## config.mk

```make
export PLATFORM = sky130hd
export DESIGN_NAME = regfile_param_flat
export DESIGN_NICKNAME = d
export VERILOG_FILES = /design/src/rtl/regfile_param_if.sv /design/src/rtl/regfile_param.sv /design/src/flat_wrapper.sv
export SDC_FILE = /design/constraint.sdc
export NUM_CORES = 2
export LEC_CHECK = 0
export ABC_AREA = 0
export CAP_MARGIN = 20
export CELL_PAD_IN_SITES_DETAIL_PLACEMENT = 0
export CELL_PAD_IN_SITES_GLOBAL_PLACEMENT = 1
export CORE_MARGIN = 2
export CORE_UTILIZATION = 45
export DETAILED_ROUTE_END_ITERATION = 10
export PLACE_DENSITY = 0.77
export SKIP_LAST_GASP = 1
export SLEW_MARGIN = 10
export SYNTH_ARGS = -nofsm -noshare
export SYNTH_HDL_FRONTEND = slang
export SYNTH_SLANG_ARGS = --single-unit
```

## constraint.sdc

```tcl
create_clock -name clock -period 106.4 [get_ports clock]
set_clock_uncertainty 0.2 [all_clocks]
set_input_delay 21.28 -clock clock [delete_from_list [all_inputs] [get_ports clock]]
set_output_delay 21.28 -clock clock [all_outputs]
set_load 0.02 [all_outputs]
```

## src/rtl/regfile_param_if.sv

```systemverilog
// Decode/writeback-facing bundle of the parametrised register file.
// The master side drives addresses, write data, reservations and clear; the slave side returns read data and status.
interface regfile_param_if #(
   parameter int DATA_WIDTH = 32,
   parameter int ADDR_WIDTH = 5
);
   logic                  ctrl_writeEnable;
   logic [ADDR_WIDTH-1:0] ctrl_writeReg;
   logic [DATA_WIDTH-1:0] data_writeReg;
   logic [ADDR_WIDTH-1:0] ctrl_readRegA;
   logic [ADDR_WIDTH-1:0] ctrl_readRegB;
   logic [DATA_WIDTH-1:0] data_readRegA;
   logic [DATA_WIDTH-1:0] data_readRegB;
   logic                  ctrl_reserveEnable;
   logic [ADDR_WIDTH-1:0] ctrl_reserveReg;
   logic                  pending_readRegA;
   logic                  pending_readRegB;
   logic                  ctrl_clear;
   logic                  clear_busy;

   modport master (
      output ctrl_writeEnable, ctrl_writeReg, data_writeReg,
      output ctrl_readRegA, ctrl_readRegB,
      output ctrl_reserveEnable, ctrl_reserveReg, ctrl_clear,
      input  data_readRegA, data_readRegB,
      input  pending_readRegA, pending_readRegB, clear_busy
   );

   modport slave (
      input  ctrl_writeEnable, ctrl_writeReg, data_writeReg,
      input  ctrl_readRegA, ctrl_readRegB,
      input  ctrl_reserveEnable, ctrl_reserveReg, ctrl_clear,
      output data_readRegA, data_readRegB,
      output pending_readRegA, pending_readRegB, clear_busy
   );
endinterface

```

## src/rtl/regfile_param.sv

```systemverilog
// Two-read/one-write register file with write-to-read bypass, per-entry pending scoreboard
// and a sequential clear engine that walks every entry once.
//
// state   | meaning
// S_IDLE  | normal operation: writes, reservations, bypass, clear request sampled
// S_CLEAR | zeroing entry clr_idx each cycle; external writes/reservations dropped
module regfile_param #(
   parameter int DATA_WIDTH = 32,
   parameter int ADDR_WIDTH = 5,
   parameter int BYPASS     = 1,
   parameter int ZERO_REG   = 1
) (
   input logic            clock,
   input logic            ctrl_reset,
   regfile_param_if.slave bus
);
   localparam int DEPTH = 2 ** ADDR_WIDTH;

   typedef enum logic {S_IDLE, S_CLEAR} state_t;

   state_t                state_q, state_d;
   logic [ADDR_WIDTH-1:0] clr_idx_q, clr_idx_d;
   logic [DATA_WIDTH-1:0] mem_q [DEPTH];
   logic [DEPTH-1:0]      pend_q;

   logic                  idle;
   logic                  wr_eff;
   logic                  rsv_eff;
   logic [DATA_WIDTH-1:0] rd_a;
   logic [DATA_WIDTH-1:0] rd_b;

   assign idle = (state_q == S_IDLE);

   // Reset gates the bypass so reads show zero for as long as reset is held.
   assign wr_eff  = idle && !ctrl_reset && bus.ctrl_writeEnable &&
                    ((ZERO_REG == 0) || (bus.ctrl_writeReg != '0));
   assign rsv_eff = idle && bus.ctrl_reserveEnable &&
                    ((ZERO_REG == 0) || (bus.ctrl_reserveReg != '0));

   always_comb begin
      state_d   = state_q;
      clr_idx_d = clr_idx_q;
      case (state_q)
         S_IDLE: begin
            if (bus.ctrl_clear) begin
               state_d   = S_CLEAR;
               clr_idx_d = '0;
            end
         end
         S_CLEAR: begin
            clr_idx_d = clr_idx_q + ADDR_WIDTH'(1);
            if (&clr_idx_q) state_d = S_IDLE;
         end
         default: state_d = S_IDLE;
      endcase
   end

   always_ff @(posedge clock or posedge ctrl_reset) begin
      if (ctrl_reset) begin
         state_q   <= S_IDLE;
         clr_idx_q <= '0;
         pend_q    <= '0;
         for (int i = 0; i < DEPTH; i++) mem_q[i] <= '0;
      end else begin
         state_q   <= state_d;
         clr_idx_q <= clr_idx_d;
         if (state_q == S_CLEAR) begin
            mem_q[clr_idx_q]  <= '0;
            pend_q[clr_idx_q] <= 1'b0;
         end else begin
            if (wr_eff) begin
               mem_q[bus.ctrl_writeReg]  <= bus.data_writeReg;
               pend_q[bus.ctrl_writeReg] <= 1'b0;
            end
            // Applied after the write so a same-cycle reserve leaves the entry pending.
            if (rsv_eff) pend_q[bus.ctrl_reserveReg] <= 1'b1;
         end
      end
   end

   always_comb begin
      rd_a = mem_q[bus.ctrl_readRegA];
      if ((ZERO_REG != 0) && (bus.ctrl_readRegA == '0)) rd_a = '0;
      if ((BYPASS != 0) && wr_eff && (bus.ctrl_writeReg == bus.ctrl_readRegA)) rd_a = bus.data_writeReg;
   end

   always_comb begin
      rd_b = mem_q[bus.ctrl_readRegB];
      if ((ZERO_REG != 0) && (bus.ctrl_readRegB == '0)) rd_b = '0;
      if ((BYPASS != 0) && wr_eff && (bus.ctrl_writeReg == bus.ctrl_readRegB)) rd_b = bus.data_writeReg;
   end

   assign bus.data_readRegA    = rd_a;
   assign bus.data_readRegB    = rd_b;
   assign bus.pending_readRegA = pend_q[bus.ctrl_readRegA];
   assign bus.pending_readRegB = pend_q[bus.ctrl_readRegB];
   assign bus.clear_busy       = (state_q == S_CLEAR);
endmodule
```

## src/flat_wrapper.sv

```systemverilog
// flat-port wrapper written by rule: the top's interface ports become plain ports
module regfile_param_flat 
#(
   parameter int DATA_WIDTH = 32,
   parameter int ADDR_WIDTH = 5,
   parameter int BYPASS     = 1,
   parameter int ZERO_REG   = 1
)
  (clock, ctrl_reset, bus_ctrl_writeEnable, bus_ctrl_writeReg, bus_data_writeReg, bus_ctrl_readRegA, bus_ctrl_readRegB, bus_ctrl_reserveEnable, bus_ctrl_reserveReg, bus_ctrl_clear, bus_data_readRegA, bus_data_readRegB, bus_pending_readRegA, bus_pending_readRegB, bus_clear_busy);
  regfile_param_if #(.DATA_WIDTH(DATA_WIDTH), .ADDR_WIDTH(ADDR_WIDTH)) bus_i ();
  input logic clock;
  input logic ctrl_reset;
  input wire logic [$bits(bus_i.ctrl_writeEnable)-1:0] bus_ctrl_writeEnable;
  input wire logic [$bits(bus_i.ctrl_writeReg)-1:0] bus_ctrl_writeReg;
  input wire logic [$bits(bus_i.data_writeReg)-1:0] bus_data_writeReg;
  input wire logic [$bits(bus_i.ctrl_readRegA)-1:0] bus_ctrl_readRegA;
  input wire logic [$bits(bus_i.ctrl_readRegB)-1:0] bus_ctrl_readRegB;
  input wire logic [$bits(bus_i.ctrl_reserveEnable)-1:0] bus_ctrl_reserveEnable;
  input wire logic [$bits(bus_i.ctrl_reserveReg)-1:0] bus_ctrl_reserveReg;
  input wire logic [$bits(bus_i.ctrl_clear)-1:0] bus_ctrl_clear;
  output wire logic [$bits(bus_i.data_readRegA)-1:0] bus_data_readRegA;
  output wire logic [$bits(bus_i.data_readRegB)-1:0] bus_data_readRegB;
  output wire logic [$bits(bus_i.pending_readRegA)-1:0] bus_pending_readRegA;
  output wire logic [$bits(bus_i.pending_readRegB)-1:0] bus_pending_readRegB;
  output wire logic [$bits(bus_i.clear_busy)-1:0] bus_clear_busy;
  assign bus_i.ctrl_writeEnable = bus_ctrl_writeEnable;
  assign bus_i.ctrl_writeReg = bus_ctrl_writeReg;
  assign bus_i.data_writeReg = bus_data_writeReg;
  assign bus_i.ctrl_readRegA = bus_ctrl_readRegA;
  assign bus_i.ctrl_readRegB = bus_ctrl_readRegB;
  assign bus_i.ctrl_reserveEnable = bus_ctrl_reserveEnable;
  assign bus_i.ctrl_reserveReg = bus_ctrl_reserveReg;
  assign bus_i.ctrl_clear = bus_ctrl_clear;
  assign bus_data_readRegA = bus_i.data_readRegA;
  assign bus_data_readRegB = bus_i.data_readRegB;
  assign bus_pending_readRegA = bus_i.pending_readRegA;
  assign bus_pending_readRegB = bus_i.pending_readRegB;
  assign bus_clear_busy = bus_i.clear_busy;
  regfile_param #(.DATA_WIDTH(DATA_WIDTH), .ADDR_WIDTH(ADDR_WIDTH), .BYPASS(BYPASS), .ZERO_REG(ZERO_REG)) u_core (.clock(clock), .ctrl_reset(ctrl_reset), .bus(bus_i));
endmodule
```

Yosys cells after proc, flatten, opt, wreduce, memory -nomap -nowiden
Index checks and enable logic that the tools add are counted.
Cells by class
  add/sub/neg operators: 1
  $lt $le $gt $ge: 14
  equality and inequality tests: 3
  multiplexer cells: 36
  bitwise operators: 12
  reductions and logical operators: 19
Operators by type and width (count)
  $mux W1024: 2
  $and A1024 B1024 Y1024: 1
  $bwmux W1024: 1
  $not A1024 Y1024: 1
  $mux W32: 14
  $bmux W32 S5: 2
  $demux W32 S5: 2
  $and A32 B32 Y32: 2
  $not A32 Y32: 2
  $or A32 B32 Y32: 1
  $lt A5 B6 Y1 const B: 5
  $ge A6 B6 Y1 const B: 4
  $not A5 Y6: 4
  $demux W1 S5: 3
  $ge A5 B1 Y1 const B: 3
  $logic_and A1 B1 Y1: 12
  $lt A6 B1 Y1 const B: 2
  $bmux W1 S5: 2
  $eq A5 B5 Y1: 2
  $logic_not A5 Y1: 2
  $pmux W5 S2: 1
  $reduce_bool A5 Y1: 2
  $mux W1: 7
  $add A5 B1 Y5 const B: 1
  7 further kinds: 7
Word-level totals
  flip-flop bits (word level): 1062
  input bits: 57
  output and inout port bits: 67

Longest topological paths before layout
  word-level depth: 11
  mapped depth: 9
  mapped depth without buffers: 6

Worst setup path after synthesis
No wires, ideal clock.
  path type: input to output
  start: input port bus_ctrl_readRegA[1]
  end: output port bus_data_readRegA[11]
  data arrival time: 23.152 ns
  setup slack: 61.768 ns
  cell stages on the path: 7
  buffers on the path: 2
  cells stage by stage: buf_2 -> buf_1 -> mux4_2 -> o22a_1 -> nor2_1 -> a21oi_1 -> a32o_1
Between the ends
  word-level cells in the longest chain between the ends: 6
  elaborated cells between the ends (all ways): 9
  classes of those cells: eq/ne: 1; mux: 5; bitwise: 1; reduce/logical: 2
RTL lines
  start: declaration: RTL line flat_wrapper.sv:16  | input wire logic [$bits(bus_i.ctrl_readRegA)-1:0] bus_ctrl_readRegA;
  $not A5 Y6 (not written as such): RTL line regfile_param.sv:82  | rd_a = mem_q[bus.ctrl_readRegA];
  $bmux W32 S5: RTL line regfile_param.sv:82
  $mux W32 (not written as such) (2 in series): RTL line regfile_param.sv:82
  $mux W32: RTL line regfile_param.sv:83  | if ((ZERO_REG != 0) && (bus.ctrl_readRegA == '0)) rd_a = '0;
  $mux W32 *: RTL line regfile_param.sv:84  | if ((BYPASS != 0) && wr_eff && (bus.ctrl_writeReg == bus.ctrl_readRegA)) rd_a = bus.data_writeReg;
  end: declaration: RTL line flat_wrapper.sv:21  | output wire logic [$bits(bus_i.data_readRegA)-1:0] bus_data_readRegA;
Mark *: on every way between the ends. The rest lies on a longest branch, timed or not. The select of a mux whose other input is x is not followed.

Worst setup path after layout
  start: input port bus_ctrl_readRegA[0]
  end: output port bus_data_readRegA[11]
The elaborated chain is that of the path after synthesis.

==> out/results.ini <==
[outcome]
outcome = finished clean

[hold_path]
hold_path.class = register to register

[yosys]
synth.area.top_cells = dfrtp_1 (48%), mux4_2 (20%), a22o_1 (16%), mux2i_1 (2.6%), clkbuf_1 (2.2%)
syn_nets = 4197
synth_flop_cell = dfrtp_1
avgSynthCellArea_um2 = 13.5
synth_top_area_share = 0.476
ys_types = 70
syn_area_um2 = 55900
ys_ff_latch = 1062
ys_seq_area_frac = 0.476
synth_edf_count = 0
async_flop_share = 1.00
yosysTopAreaCell = dfrtp_1
ys_warn_count = 0
netlist_instances = 4135
synth_most_common_cell = dfrtp_1
synth_top_cells_by_count = dfrtp_1 (1062), a22o_1 (1014), mux4_2 (491)

[sta]
clock.fmax_ghz = 0.0210
final.min_clock_period_ns = 47.53
worst_slew_pin_slew_ns = 1.19
finalMaxSlewViolations = 0
hold_ws_ns = 0.314
setup_viol = 0
hold_violations = 0
grt_setup_unrepaired = no
fin_setup_tns_ns = 0
post-route-period-util = 0.447
relSlewSlack = 0.202

[placed_design]
routabilityCongestion = 0.887
portBuffers = 123
dp_hpwl_um = 125000

[power]
p_sw_frac = 0.306
vdd_drop_max_v = 0.0000171
leakagePower_nw = 27.1
p_comb_frac = 0.175
intPower_w = 0.000723
power_frac_seq = 0.421
clockPowerShare = 0.405
p_per_area_nw_per_um2 = 16.7
p_sw_w = 0.000319

[worst_setup_path]
critPathArrivalTime_ns = 26.05
cpPeakStageDelay_ns = 0.93
crit_path_frequent_cell = buf_4
path_max_fanout = 74
worstPathCellList = buf_8, buf_4, buf_4, xnor2_1, nand4_1, nor2_4, nor2b_2, a32o_1, clkdlybuf4s50_1
setup.worst_path.end_class = output pin
crit_required_ns = 84.92
critical-path-top-delay-family = buffers and inverters
critPathLaunchType = primary input
path_class = primary input to output pin
crit_buf_inv = 4
cp_slowest_cell = nor2b_2

[final_layout]
layout-area-overhead-vs-synth_pct = 11.5
nets = 4042
num-fill-cells = 10500
register_area_um2 = 26600
drive_gt1_frac = 0.228
multi_input_area_um2 = 27300
finish.utilization = 0.504

[clock_tree]
clkLatencyLatePin_ns = 0.74
numCtsBuffers = 109
cts-resized-gates = 0
post_cts_buffers = 0
postCtsHoldBufs = 0
clock_path_buffers = 3
cts_tree = built
htreeDepth = 3
path_clk_slew_ns = 0.06
cts_root_buffer = clkbuf_16
clkSinkCount = 1062

[drt]
avgRoutedWirePerCell_um = 39.6
ant_nets = 0
vias_per_cell = 7.79
vias = 44500
drtIter0Drc = 7554
drt-total-wl_um = 226000
drtPass1Iterations = 7
drc = 0

[global_route]
grt_pass1_vias = 43600
antenna_found_initial = 15
grt_pass1_wl_um = 324000
grtUsageTotal = 0.354
grt-ovfl-total = 0
grt_max_degree = 185

[floorplanning]
die_height_um = 356
initial_core_util = 0.453
io_pins = 124
rows = 129
die-area_um2 = 127000
die_x_um = 356
core_um2 = 123000

[run]
maxCapViolCount = 0

-- sequential cells by signal (all words and copies together) (netlist names) --
signal and cells:
u_core.clr_idx_q 5, u_core.mem_q 1024, u_core.pend_q 32, u_core.bus.clear_busy 1
-- area by class of cell --
class	instances	area share
sequential	1062	0.427
clock inverter	60	0.0131
tap	1637	0.0329
antenna	1	0.0000402
multi-input combinational	2521	0.438
timing repair buffer	274	0.0392
inverter	12	0.000844
clock buffer	145	0.0492
-- layer usage --
layer	GRT usage	wire length, um	up-vias
met5	0.00111	133	-
met4	0.176	13400	22
met3	0.130	32900	887
met2	0.503	96800	3997
met1	0.477	82800	23300
li1	-	-	16300
-- cells by family after synthesis --
| group | share of synthesized area |
|---|---|
| AO/OA/AOI/OAI | 0.205 |
| flip-flops | 0.476 |
| XOR/XNOR | 0.00172 |
| buffers and inverters | 0.0443 |
| AND/OR/NAND/NOR | 0.0474 |
| adder cells (fa/ha/maj) | 0.00112 |
| multiplexers | 0.225 |
-- cells in the final DEF (no fill, tap or decap), types with 24 or more instances in the layout --
cell	Yosys	final
clkdlybuf4s50_1	0	113
a2bb2oi_1	24	24
and2_1	39	40
o22ai_1	54	54
a21oi_1	64	43
nor2_1	79	66
a22o_1	1014	1014
mux2i_1	143	143
dfrtp_1	1062	1062
buf_4	16	145
nand3_1	45	45
nand2_1	203	202
mux4_2	491	491
a221oi_1	25	25
clkbuf_16	0	109
clkinv_2	0	28
nand4_1	32	32
a21oi_4	6	28
-- final timing paths --
path	slack, ns	cells past startpoint	start	to
setup / recovery	58.87	9	bus_ctrl_readRegA[0]	bus_data_readRegA[11]
max in group asynchronous	80.35	8	ctrl_reset	u_core.mem_q[128]
setup reg to reg	102.11	8	u_core.bus.clear_busy	u_core.mem_q[181]
min in group asynchronous	21.13	2	ctrl_reset	u_core.mem_q[616]
hold / removal	0.31	1	u_core.mem_q[1006]	u_core.mem_q[1006]
hold reg to reg	0.31	1	u_core.mem_q[1006]	u_core.mem_q[1006]
-- power groups by stage --
stage	Clock [W]	Combinational (W)	Sequential [W]
2_1_floorplan	0	0.000104	0.000439
3_3_place_gp	0	0.000174	0.000443
3_5_place_dp	0	0.000175	0.000444
4_1_cts	0.000422	0.000176	0.000437
5_1_grt	0.000438	0.000185	0.000439
6_report	0.000421	0.000182	0.000438
-- per-stage QoR --
step	power [W]	setup WS [ns]	area [um2]	cells
floorplan	0.000542	55.03	55900	4135
global placement	0.000617	59.05	58400	5503
detailed placement	0.000619	59.03	58400	5504
CTS	0.00103	59.03	62200	5709
global route	0.00106	58.75	62300	5711
finish	0.00104	58.87	62300	5712
Power figures use the tool's default switching activity.
